**src/rtl/mem_arbiter.sv**
```systemverilog
// mem_arbiter: shares one valid/ready memory port between the icache miss
// port (instr side, read only) and the core load/store port (data side).
//
// Ports:
//   clk, rst_n                      clock, async active-low reset
//   i_valid/i_ready/i_addr/i_rdata  instr requester
//   d_valid/d_ready/d_addr/d_wdata/d_wstrb/d_rdata  data requester
//   mem_valid/mem_ready/mem_addr/mem_wdata/mem_wstrb/mem_rdata  memory side
//   mem_instr                       high while the instr side holds the grant
//
// Parameters:
//   DPRIO  1: data side wins every conflict; 0: round-robin on conflict
//
// The grant is registered; request fields are muxed straight through and
// not captured, so requesters hold them stable while valid.

module mem_arbiter #(
  parameter bit DPRIO = 1'b0
) (
  input  logic        clk,
  input  logic        rst_n,

  input  logic        i_valid,
  output logic        i_ready,
  input  logic [31:0] i_addr,
  output logic [31:0] i_rdata,

  input  logic        d_valid,
  output logic        d_ready,
  input  logic [31:0] d_addr,
  input  logic [31:0] d_wdata,
  input  logic [3:0]  d_wstrb,
  output logic [31:0] d_rdata,

  output logic        mem_valid,
  input  logic        mem_ready,
  output logic [31:0] mem_addr,
  output logic [31:0] mem_wdata,
  output logic [3:0]  mem_wstrb,
  input  logic [31:0] mem_rdata,
  output logic        mem_instr
);

  localparam logic [1:0] IDLE  = 2'd0;
  localparam logic [1:0] GNT_I = 2'd1;
  localparam logic [1:0] GNT_D = 2'd2;

  logic [1:0] state_q;
  logic [1:0] state_d;
  // 1 = the last completed grant went to the data side
  logic       last_q;
  logic       last_d;

  logic       gnt_i;
  logic       gnt_d;
  logic       win_d;

  assign gnt_i = (state_q == GNT_I);
  assign gnt_d = (state_q == GNT_D);

  // Conflict winner: fixed data priority, or the side not served last.
  assign win_d = DPRIO || !last_q;

  // Memory request path depends only on the grant and the granted
  // requester's valid, never on mem_ready.
  always_comb begin
    mem_valid = 1'b0;
    mem_addr  = 32'h0;
    mem_wdata = 32'h0;
    mem_wstrb = 4'h0;
    unique case (1'b1)
      gnt_i: begin
        mem_valid = i_valid;
        mem_addr  = i_addr;
      end
      gnt_d: begin
        mem_valid = d_valid;
        mem_addr  = d_addr;
        mem_wdata = d_wdata;
        mem_wstrb = d_wstrb;
      end
      default: ;
    endcase
  end

  assign mem_instr = gnt_i;

  assign i_ready = gnt_i & mem_valid & mem_ready;
  assign d_ready = gnt_d & mem_valid & mem_ready;

  assign i_rdata = gnt_i ? mem_rdata : 32'h0;
  assign d_rdata = gnt_d ? mem_rdata : 32'h0;

  always_comb begin
    state_d = state_q;
    last_d  = last_q;
    unique case (state_q)
      IDLE: begin
        if (i_valid && d_valid) begin
          state_d = win_d ? GNT_D : GNT_I;
        end else if (i_valid) begin
          state_d = GNT_I;
        end else if (d_valid) begin
          state_d = GNT_D;
        end
      end
      GNT_I: begin
        // A dropped request is abandoned without touching fairness.
        if (!i_valid) begin
          state_d = IDLE;
        end else if (mem_ready) begin
          state_d = IDLE;
          last_d  = 1'b0;
        end
      end
      GNT_D: begin
        if (!d_valid) begin
          state_d = IDLE;
        end else if (mem_ready) begin
          state_d = IDLE;
          last_d  = 1'b1;
        end
      end
      default: begin
        state_d = IDLE;
      end
    endcase
  end

  always_ff @(posedge clk or negedge rst_n) begin
    if (!rst_n) begin
      state_q <= IDLE;
      last_q  <= 1'b0;
    end else begin
      state_q <= state_d;
      last_q  <= last_d;
    end
  end

endmodule
```
**config.mk**
```make
export PLATFORM = sky130hd
export DESIGN_NAME = mem_arbiter
export DESIGN_NICKNAME = d
export VERILOG_FILES = /design/src/rtl/mem_arbiter.sv
export SDC_FILE = /design/constraint.sdc
export NUM_CORES = 1
export LEC_CHECK = 0
export CAP_MARGIN = 0
export CORE_AREA = 3 3 105 107
export DETAILED_ROUTE_END_ITERATION = 8
export DIE_AREA = 0 0 108 110
export PLACE_DENSITY = 0.57
export SLEW_MARGIN = 15
export SYNTH_ARGS = -nofsm -noshare
export SYNTH_HDL_FRONTEND = slang
export SYNTH_SLANG_ARGS = --single-unit
```
**constraint.sdc**
```tcl
create_clock -name clk -period 2.6 [get_ports clk]
set_input_delay 0.39 -clock clk [delete_from_list [all_inputs] [get_ports clk]]
set_output_delay 0.39 -clock clk [all_outputs]
set_load 0.05 [all_outputs]
```
Word-level counts from Yosys, hierarchy flattened:

Cells that the tools add are included.

* bits in registers: 3
* input bits: 137
* output and inout bits: 136
* word-level logic and storage cells: 36

* equal/unequal tests: 7
* muxes and demuxes: 19
* bitwise operators: 4
* reductions and logical operators: 4

Operator list (count)
* 2-to-1 mux 32 bit: 3
* case mux 32 bit (2 select lines): 1
* 2-to-1 mux 2 bit: 7
* != test 2 bit, second input constant: 4
* case mux 2 bit (3 select lines): 1
* AND reduction 5 bit: 1
* AND 1 bit: 4
* 2-to-1 mux 1 bit: 4
* 2-to-1 mux 4 bit: 1
* != test 4 bit, second input constant: 1
* case mux 1 bit (2 select lines): 2
* == test 2 x 1 -> 1 bit, second input constant: 1
* == test 2 bit, second input constant: 1
* zero test 2 bit: 1
* nonzero test 2 bit: 1
* logical AND 1 bit: 1

Depth between registers and ports, before layout:

Gate-level depths: netlist of the first run.

* depth after elaboration: 4
* gate-level depth with buffers: 6

Worst setup path after synthesis of the first run:

No wires, ideal clock.

* kind: reg-to-output
* start point: register state_q[0]
* end point: output port d_ready
* arrival time: 1.908 ns
* data required time: 2.210 ns
* setup slack: 0.302 ns
* stages on the path, launching flop included: 7
* cells stage by stage: dfrtp_1 -> inv_1 -> ha_1 -> buf_4 -> a22oi_1 -> nor2b_2 -> and3_1

* cells in the longest elaborated chain, start to end: 4
* elaborated cells between the ends (all ways): 5
* classes of those cells: 2 x eq/ne; 1 x mux; 2 x bitwise

Ends and longest elaborated chain
* start: declaration: line 48 `logic [1:0] state_q;`
* start signal: assignment: line 135 `state_q <= state_d;`
* == test 2 bit or == test 2 x 1 -> 1 bit (tied branches): line 59, 58
* case mux 1 bit (2 select lines) (*): line 71 `unique case (1'b1)`
* via mem_valid: line 35 `output logic mem_valid,`
* AND 1 bit (*) (2 in series): line 89 `assign d_ready = gnt_d & mem_valid & mem_ready;`
* end: declaration: line 29 `output logic d_ready,`

Mark *: on every way through the listed nets, which the timed path passes. The rest lies on a longest branch.

Final worst setup path of the first run:

* start point: register state_q[0]
* end point: output port mem_addr[22]

* cells in the longest elaborated chain, start to end: 2
* elaborated cells between the ends (all ways): 3
* classes of those cells: 2 x eq/ne; 1 x mux

Ends and longest elaborated chain
* == test 2 bit: line 59 `assign gnt_d = (state_q == GNT_D);`
* via gnt_d: line 55 `logic gnt_d;`
* case mux 32 bit (2 select lines): line 71
* end: declaration: line 37 `output logic [31:0] mem_addr,`

The timed path passes the listed nets, and every way through them passes these cells.

==> impl_results.md, run 1 <==
- Status: complete, no violations
- Slew Viols, Final: 0
- Root Driver: clkbuf_8
- Routing usage on met1: 15.3%
- Tcrit/Tclk final: 88.0%
- Slew at the pin with the worst max-slew slack: 0.513 ns
- Post-DP HPWL: 8670 um
- PwrDens: 1060 nW/um2
- Synth warnings: 0
- Fillers: 871
- Final wirelength: 9960 um
- FP Rows: 37
- Worst Skew: 0.00118 ns
- # resized after CTS: 0
- Fraction of layout cells with a size suffix above 1: 31.0%
- First-pass GRT wire length: 14500 um
- Met2 Usage GRT: 30.6%
- Final setup TNS: 0 ns
- Kind of critical path: reg -> out
- RSZ-0062 raised after global routing: no
- Synth Cell Area: 1480 um2
- Fin crit period: 2.29 ns
- Register Area: 75.1 um2
- CTS Hold Bufs: 0
- Post-route ant nets: 0
- Multi-input logic area: 1280 um2
- Max Clock Freq: 437 MHz
- Worst-skew pair later-pin latency: 0.21 ns
- Chip width: 108 um
- Synth Register Bits: 3
- DR iter-0 viols: 78
- Max_slew headroom: 65.7%
- Max-Cap Viols: 0
- Initial antenna violation count: 0
- IO buf count: 272
- Grt peak-use layer: met2
- Routed len/inst: 16.3 um
- Worst path arrival time: 1.90 ns
- Die Y: 110 um
- Post-synthesis cell type count: 18
- Starting Density: 14.4%
- Core area: 10200 um2
- Register area share after synthesis: 5.09%
- DRT Pass-1 Iters: 4
- # IOs: 273
- Most frequent cells in the layout: clkdlybuf4s50_1, buf_12, and2_1
- Full die area: 11900 um2
- VDD IR-drop max: 0.000795 V
- FF-to-FF setup slack: 0.81 ns
- Max Buffers Root-to-Sink: 2
- Worst hold path class: in -> async
- Worst Reg-to-Reg Cells: 6
- Number of global-route vias before repair: 2662
- CTS tree: built
- Critical path peak fanout: 31
- Met3 GRT Util: 5.59%
- GPL Wtd Cong: 0.814
- Syn Area/Cell: 6.80 um2
- Synth Instances: 217
- NumNets Final: 621
- Pleak: 2.25 nW
- R2R Path End: last_q$_DFFE_PN0P_
- Reg clk slew, reported paths: 0.03 ns
- # DRC: 0
- H-Tree Depth: 1
- Total clock sinks: 3
- Worst setup EP type: output pin
- Finish-stage setup viols: 0
- Via density: 4.12
- DR vias: 2525
- Inserted Clock Buffers: 3
- Startpoint Class: flip-flop
- Largest net degree at the start of global routing: 49
- Gr usage total: 15.5%
- Hold_ws: 0.370 ns
- Number of setup buffers added after CTS: 0
- Total gr overflow: 0
- Endpoints failing hold: 0
- Ant. Diodes: 0
- Syn Nets: 360
- Synth-to-Final Area Change: 288%
- Reg-to-reg startpoint: state_q[0]$_DFFE_PN0P_
- Worst Path Required: 2.21 ns
-- through the flow --
| step | worst slack (ns) | cell area [um2] | std cells | util [%] | power, mW |
|---|---|---|---|---|---|
| 2_1_floorplan | 0.302 | 1480 | 217 | - | 3.04 |
| 3_3_place_gp | 0.536 | 5680 | 609 | 55.6 | 5.95 |
| 3_5_place_dp | 0.524 | 5680 | 609 | 55.6 | 5.99 |
| 4_1_cts | 0.289 | 5730 | 613 | 56.0 | 6.14 |
| 5_1_grt | 0.167 | 5730 | 613 | 56.0 | 6.30 |
| 6_report | 0.313 | 5730 | 613 | 56.0 | 6.06 |
-- cell families after synthesis --
logic type | share of synthesized area (%)
and+or+nand+nor | 60.3
DFF | 5.09
AOI/OAI and AO/OA | 21.5
adders and majority gates | 5.09
buffers and inverters | 8.06
-- synth_stat cells --
cell type | count | share of area [%]
and3_1 | 3 | 1.3
a32o_1 | 4 | 2.7
nand4_1 | 1 | 0.42
a22o_2 | 2 | 1.4
dfrtp_1 | 3 | 5.1
nor2b_2 | 1 | 0.59
a22oi_1 | 33 | 17
buf_4 | 4 | 2.0
ha_1 | 6 | 5.1
a22o_1 | 1 | 0.59
nand2b_1 | 3 | 1.3
inv_1 | 3 | 0.76
nor2_1 | 2 | 0.51
clkbuf_1 | 10 | 2.5
buf_2 | 8 | 2.7
nor2b_1 | 32 | 14
nand2_1 | 1 | 0.25
and2_1 | 100 | 42
-- state kept, by name (all words and copies together), names as in the netlist --
signal	count
state_q	2
last_q	1
-- report_power, final --
part | internal [mW] | switching, mW
Sequential | 0.0692 | 0.0283
Clock | 0.104 | 0.0293
Combinational | 2.71 | 3.12
-- layout make-up --
type	instances	area share [%]
Clock buffer	4	0.786
Inverter	3	0.197
Multi-Input combinational cell	189	22.4
Sequential cell	3	1.31
Tap cell	136	2.97
Timing Repair Buffer	278	72.3
-- worst max path at each step --
stage,from,end,slack [ns],cells after the start
5_1_grt,state_q[0]$_DFFE_PN0P_,mem_addr[25],0.17,6
4_1_cts,state_q[0]$_DFFE_PN0P_,mem_addr[25],0.29,6
3_3_place_gp,d_valid,d_ready,0.54,5
3_5_place_dp,d_valid,i_ready,0.52,5
6_report,state_q[0]$_DFFE_PN0P_,mem_addr[22],0.31,6
2_1_floorplan,state_q[0]$_DFFE_PN0P_,d_ready,0.30,6
-- worst max-delay path, stage by stage (launching register included) --
cell	delay, ns
dfrtp_1	0.43
inv_1	0.13
ha_1	0.21
buf_4	0.33
a22oi_1	0.16
nor2b_1	0.24
buf_12	0.17
-- metal layers --
metal	vias to the layer above	part of all wire, %
met5	-	0
met4	0	2.0
met3	12	11
met2	147	54
met1	1123	33
li1	1243	-
No activity file was read; power rests on OpenSTA's default activity.
==> inputs of run 2 (changes only) <==
--- a/config.mk
+++ b/config.mk
@@ -5,11 +5,13 @@
 export SDC_FILE = /design/constraint.sdc
 export NUM_CORES = 1
 export LEC_CHECK = 0
+export ABC_AREA = 1
 export CAP_MARGIN = 0
 export CORE_AREA = 3 3 105 107
+export CTS_CLUSTER_DIAMETER = 30
 export DETAILED_ROUTE_END_ITERATION = 8
 export DIE_AREA = 0 0 108 110
-export PLACE_DENSITY = 0.57
+export PLACE_DENSITY = 0.58
 export SLEW_MARGIN = 15
 export SYNTH_ARGS = -nofsm -noshare
 export SYNTH_HDL_FRONTEND = slang
==> constraint.sdc (replaced) <==
create_clock -name clk -period 2.6 [get_ports clk]
set_input_delay 0.78 -clock clk [delete_from_list [all_inputs] [get_ports clk]]
set_output_delay 0.78 -clock clk [all_outputs]
set_load 0.05 [all_outputs]
==> impl_results.md, run 2 <==
- Fillers: 922 (+5.9%)
- Finish-stage setup viols: 0 (unchanged)
- PwrDens: 1130 nW/um2 (+7.2%)
- Slew at the pin with the worst max-slew slack: 0.306 ns (-0.207 ns)
- FF-to-FF setup slack: 1.12 ns (+0.31 ns)
- Area after DPL: 5880 um2 (+3.4%)
- Register area share after synthesis: 4.68% (-0.41 points)
- Max Clock Freq: 394 MHz (-9.9%)
- DR vias: 3061 (+21%)
- Highest Signal Layer: met4
- FP Rows: 37 (unchanged)
- Reg-to-reg startpoint: state_q[0]$_DFFE_PN0P_
- Setup WS pre-CTS: -0.0462 ns (-0.571 ns)
- CP max stage cell: clkdlybuf4s50_1
- Pleak: 3.15 nW (+40%)
- Top post-synthesis cells by area: nand2_1, inv_1, a21oi_1, buf_2, dfrtp_1
- H-Tree Depth: 1 (unchanged)
- Full die area: 11900 um2 (unchanged)
- Most common flop cell mapped by yosys: dfrtp_1
- Routed wl met2: 5640 um (+4.7%)
- Async S/R FF share, synth: 100% (unchanged)
- Post-route ant nets: 0 (unchanged)
- Worst path arrival time: 1.76 ns (-0.14 ns)
- Chip width: 108 um (unchanged)
- Most numerous cell in the Yosys netlist: nand2_1
- Max-Cap Viols: 0 (unchanged)
- Startpoint Class: primary input
- Initial antenna violation count: 0 (unchanged)
- Hold depth: 2
- Synth Register Bits: 3 (unchanged)
- Post-synthesis cell type count: 12 (-6)
- DR iter-0 viols: 154 (+97%)
- Synth top area share: 44.7% (+2.3 points)
- Largest net degree at the start of global routing: 36 (-27%)
- Final setup TNS: 0 ns (unchanged)
- Cell Chain, Critical Path: clkdlybuf4s50_1 -> nand2_1 -> a21oi_1 -> buf_12
- Slew Viols, Final: 0 (unchanged)
- Finished Cell Area: 5970 um2 (+4.1%)
- Met1 Routed Length: 3280 um (+0.31%)
- Synth warnings: 0 (unchanged)
- Inserted Clock Buffers: 3 (unchanged)
- Total gr overflow: 0 (unchanged)
- Hold_sp: last_q$_DFFE_PN0P_
- Worst setup EP type: output pin
- Gr usage total: 15.7% (+0.22 points)
- First-pass GRT wire length: 14900 um (+3.2%)
- NumNets Final: 784 (+26%)
- Root Driver: clkbuf_8
- Via density: 3.94 (-4.2%)
- Final std cells w/o fill: 776 (+27%)
- Max_slew headroom: 79.6% (+14 points)
- Placed cell count: 771 (+27%)
- Syn Area/Cell: 4.29 um2 (-37%)
- Status: complete, no violations
- Worst Reg-to-Reg Cells: 8 (+2)
- Critical path peak fanout: 1 (-97%)
- Final WS setup: 0.0612 ns (-0.252 ns)
- Top reg by flops: state_q
- Synth-to-Final Area Change: 272%
- Slowest Stage Delay on Critical Path: 0.47 ns (+0.04 ns)
- GPL Wtd Cong: 0.806 (-0.98%)
- R2R Path End: last_q$_DFFE_PN0P_
- DRT Pass-1 Iters: 6 (+2)
- Routed len/inst: 13.1 um (-19%)
- Most common cell after layout, fill and taps aside: nand2_1
- Syn Nets: 517 (+44%)
- Number of global-route vias before repair: 2940 (+10%)
- # IOs: 273 (unchanged)
- Synth Cell Area: 1600 um2 (+8.7%)
- Fin crit period: 2.54 ns (+0.252 ns)
- Synth top cells by count: nand2_1, inv_1, a21oi_1
- Max reg flops: 2 (unchanged)
- VDD IR-drop max: 0.000612 V (-23%)
- Area leader, netlist: nand2_1
- Worst hold path class: reg -> reg
- Synth Instances: 374 (+72%)
- Worst Skew: 0.000850 ns (-0.000333 ns)
- RSZ-0062 raised after global routing: no
- Final wirelength: 10200 um (+2.0%)
- # DRC: 0 (unchanged)
- CTS Hold Bufs: 0 (unchanged)
- Starting Density: 15.7% (+1.3 points)
- Max Buffers Root-to-Sink: 2 (unchanged)
- Kind of critical path: in -> out
- Wire length on met3: 1090 um (-2.4%)
- Worst-skew pair later-pin latency: 0.21 ns (about the same)
- IO buf count: 272 (unchanged)
- Post-DP HPWL: 9020 um (+4.0%)
- Die Y: 110 um (unchanged)
- Endpoints failing hold: 0 (unchanged)
- CTS tree: built
- Ant. Diodes: 0 (unchanged)
- Reg clk slew, reported paths: 0.03 ns (about the same)
- Most frequent cells in the layout: nand2_1, buf_12, clkdlybuf4s50_1
- EDFF count, synth: 0 (unchanged)
- Tcrit/Tclk final: 97.6% (+9.7 points)
- Core area: 10200 um2 (unchanged)
- Total clock sinks: 3 (unchanged)
- Worst Path Required: 1.82 ns (-0.39 ns)
- Fraction of layout cells with a size suffix above 1: 24.8% (-6.2 points)
- WHS Endpoint: last_q$_DFFE_PN0P_
- Top flop regs: state_q: 2 flops, last_q: 1 flops
[run 2: changes by cell type in the layout (fill, tap and decap cells not counted), sizes merged, moves of 4 or more]
cell,change
a21oi,+33
a22oi,-33
a32o,-4
and2,-100
buf,+7
clkdlybuf4s50,-4
inv,+107
nand2,+190
nor2b,-33
[run 2: cells by family (layout without fill, tap and decap cells)]
kind of cell / Yosys count / count (layout) / share of synthesized area [%]
flops: 3 / 3 / 4.68
buf+inv: 132 / 398 / 33.1
compound gates: 34 / 34 / 10.8
fa+ha+maj: 6 / 6 / 4.68
simple gates: 199 / 199 / 46.8
[run 2: how the worst max path moves through the flow]
stage / start / endpoint / slack [ns] / cells past startpoint
2_1_floorplan: state_q[0]$_DFFE_PN0P_ / mem_addr[0] / 0.01 / 5
3_3_place_gp: d_valid / i_ready / -0.01 / 6
3_5_place_dp: d_valid / d_ready / -0.05 / 6
4_1_cts: state_q[0]$_DFFE_PN0P_ / mem_wdata[3] / 0.004 / 6
5_1_grt: d_addr[0] / mem_addr[0] / 0.01 / 4
6_report: i_addr[22] / mem_addr[22] / 0.06 / 4
[run 2: area by class of cell]
class | count | area (um2) | share of cell area, %
timing repair buffer | 284 | 4240 | 71.0
tap | 136 | 170 | 2.85
sequential | 3 | 76.3 | 1.28
clock buffer | 4 | 45.0 | 0.755
inverter | 110 | 413 | 6.92
multi-input combinational | 239 | 1030 | 17.2
[run 2: power breakdown]
part	internal [mW]	switching, mW
logic	2.85	3.69
clock network	0.104	0.0281
registers	0.0685	0.0263
[run 2: worst max-delay path: cells and delay by family]
family / cells / cell delay (ns)
AOI/OAI and AO/OA: 1 / 0.27
buffers and inverters: 2 / 0.65
and+or+nand+nor: 1 / 0.06
[run 2: metrics by stage]
step / hold WS, ns / util [%] / power [mW]
floorplan: 0.441 / - / 3.27
global placement: 0.468 / 57.5 / 6.57
detailed placement: 0.469 / 57.5 / 6.62
CTS: 0.475 / 58.0 / 6.79
global route: 0.566 / 58.3 / 7.08
finish: 0.471 / 58.3 / 6.77
[run 2: routing by layer]
layer,vias to the layer above,track usage (%)
met5,-,0
met2,154,31.4
met4,0,3.79
met3,10,4.54
li1,1565,-
met1,1332,16.0
[run 2: what timing repair did]
| action | 4_1_cts | 5_1_grt |
|---|---|---|
| pin swaps | 1 | 1 |
| gates resized for setup | 5 | 8 |
| setup buffers | 0 | 1 |
| endpoints found under the setup margin | 58 | 57 |
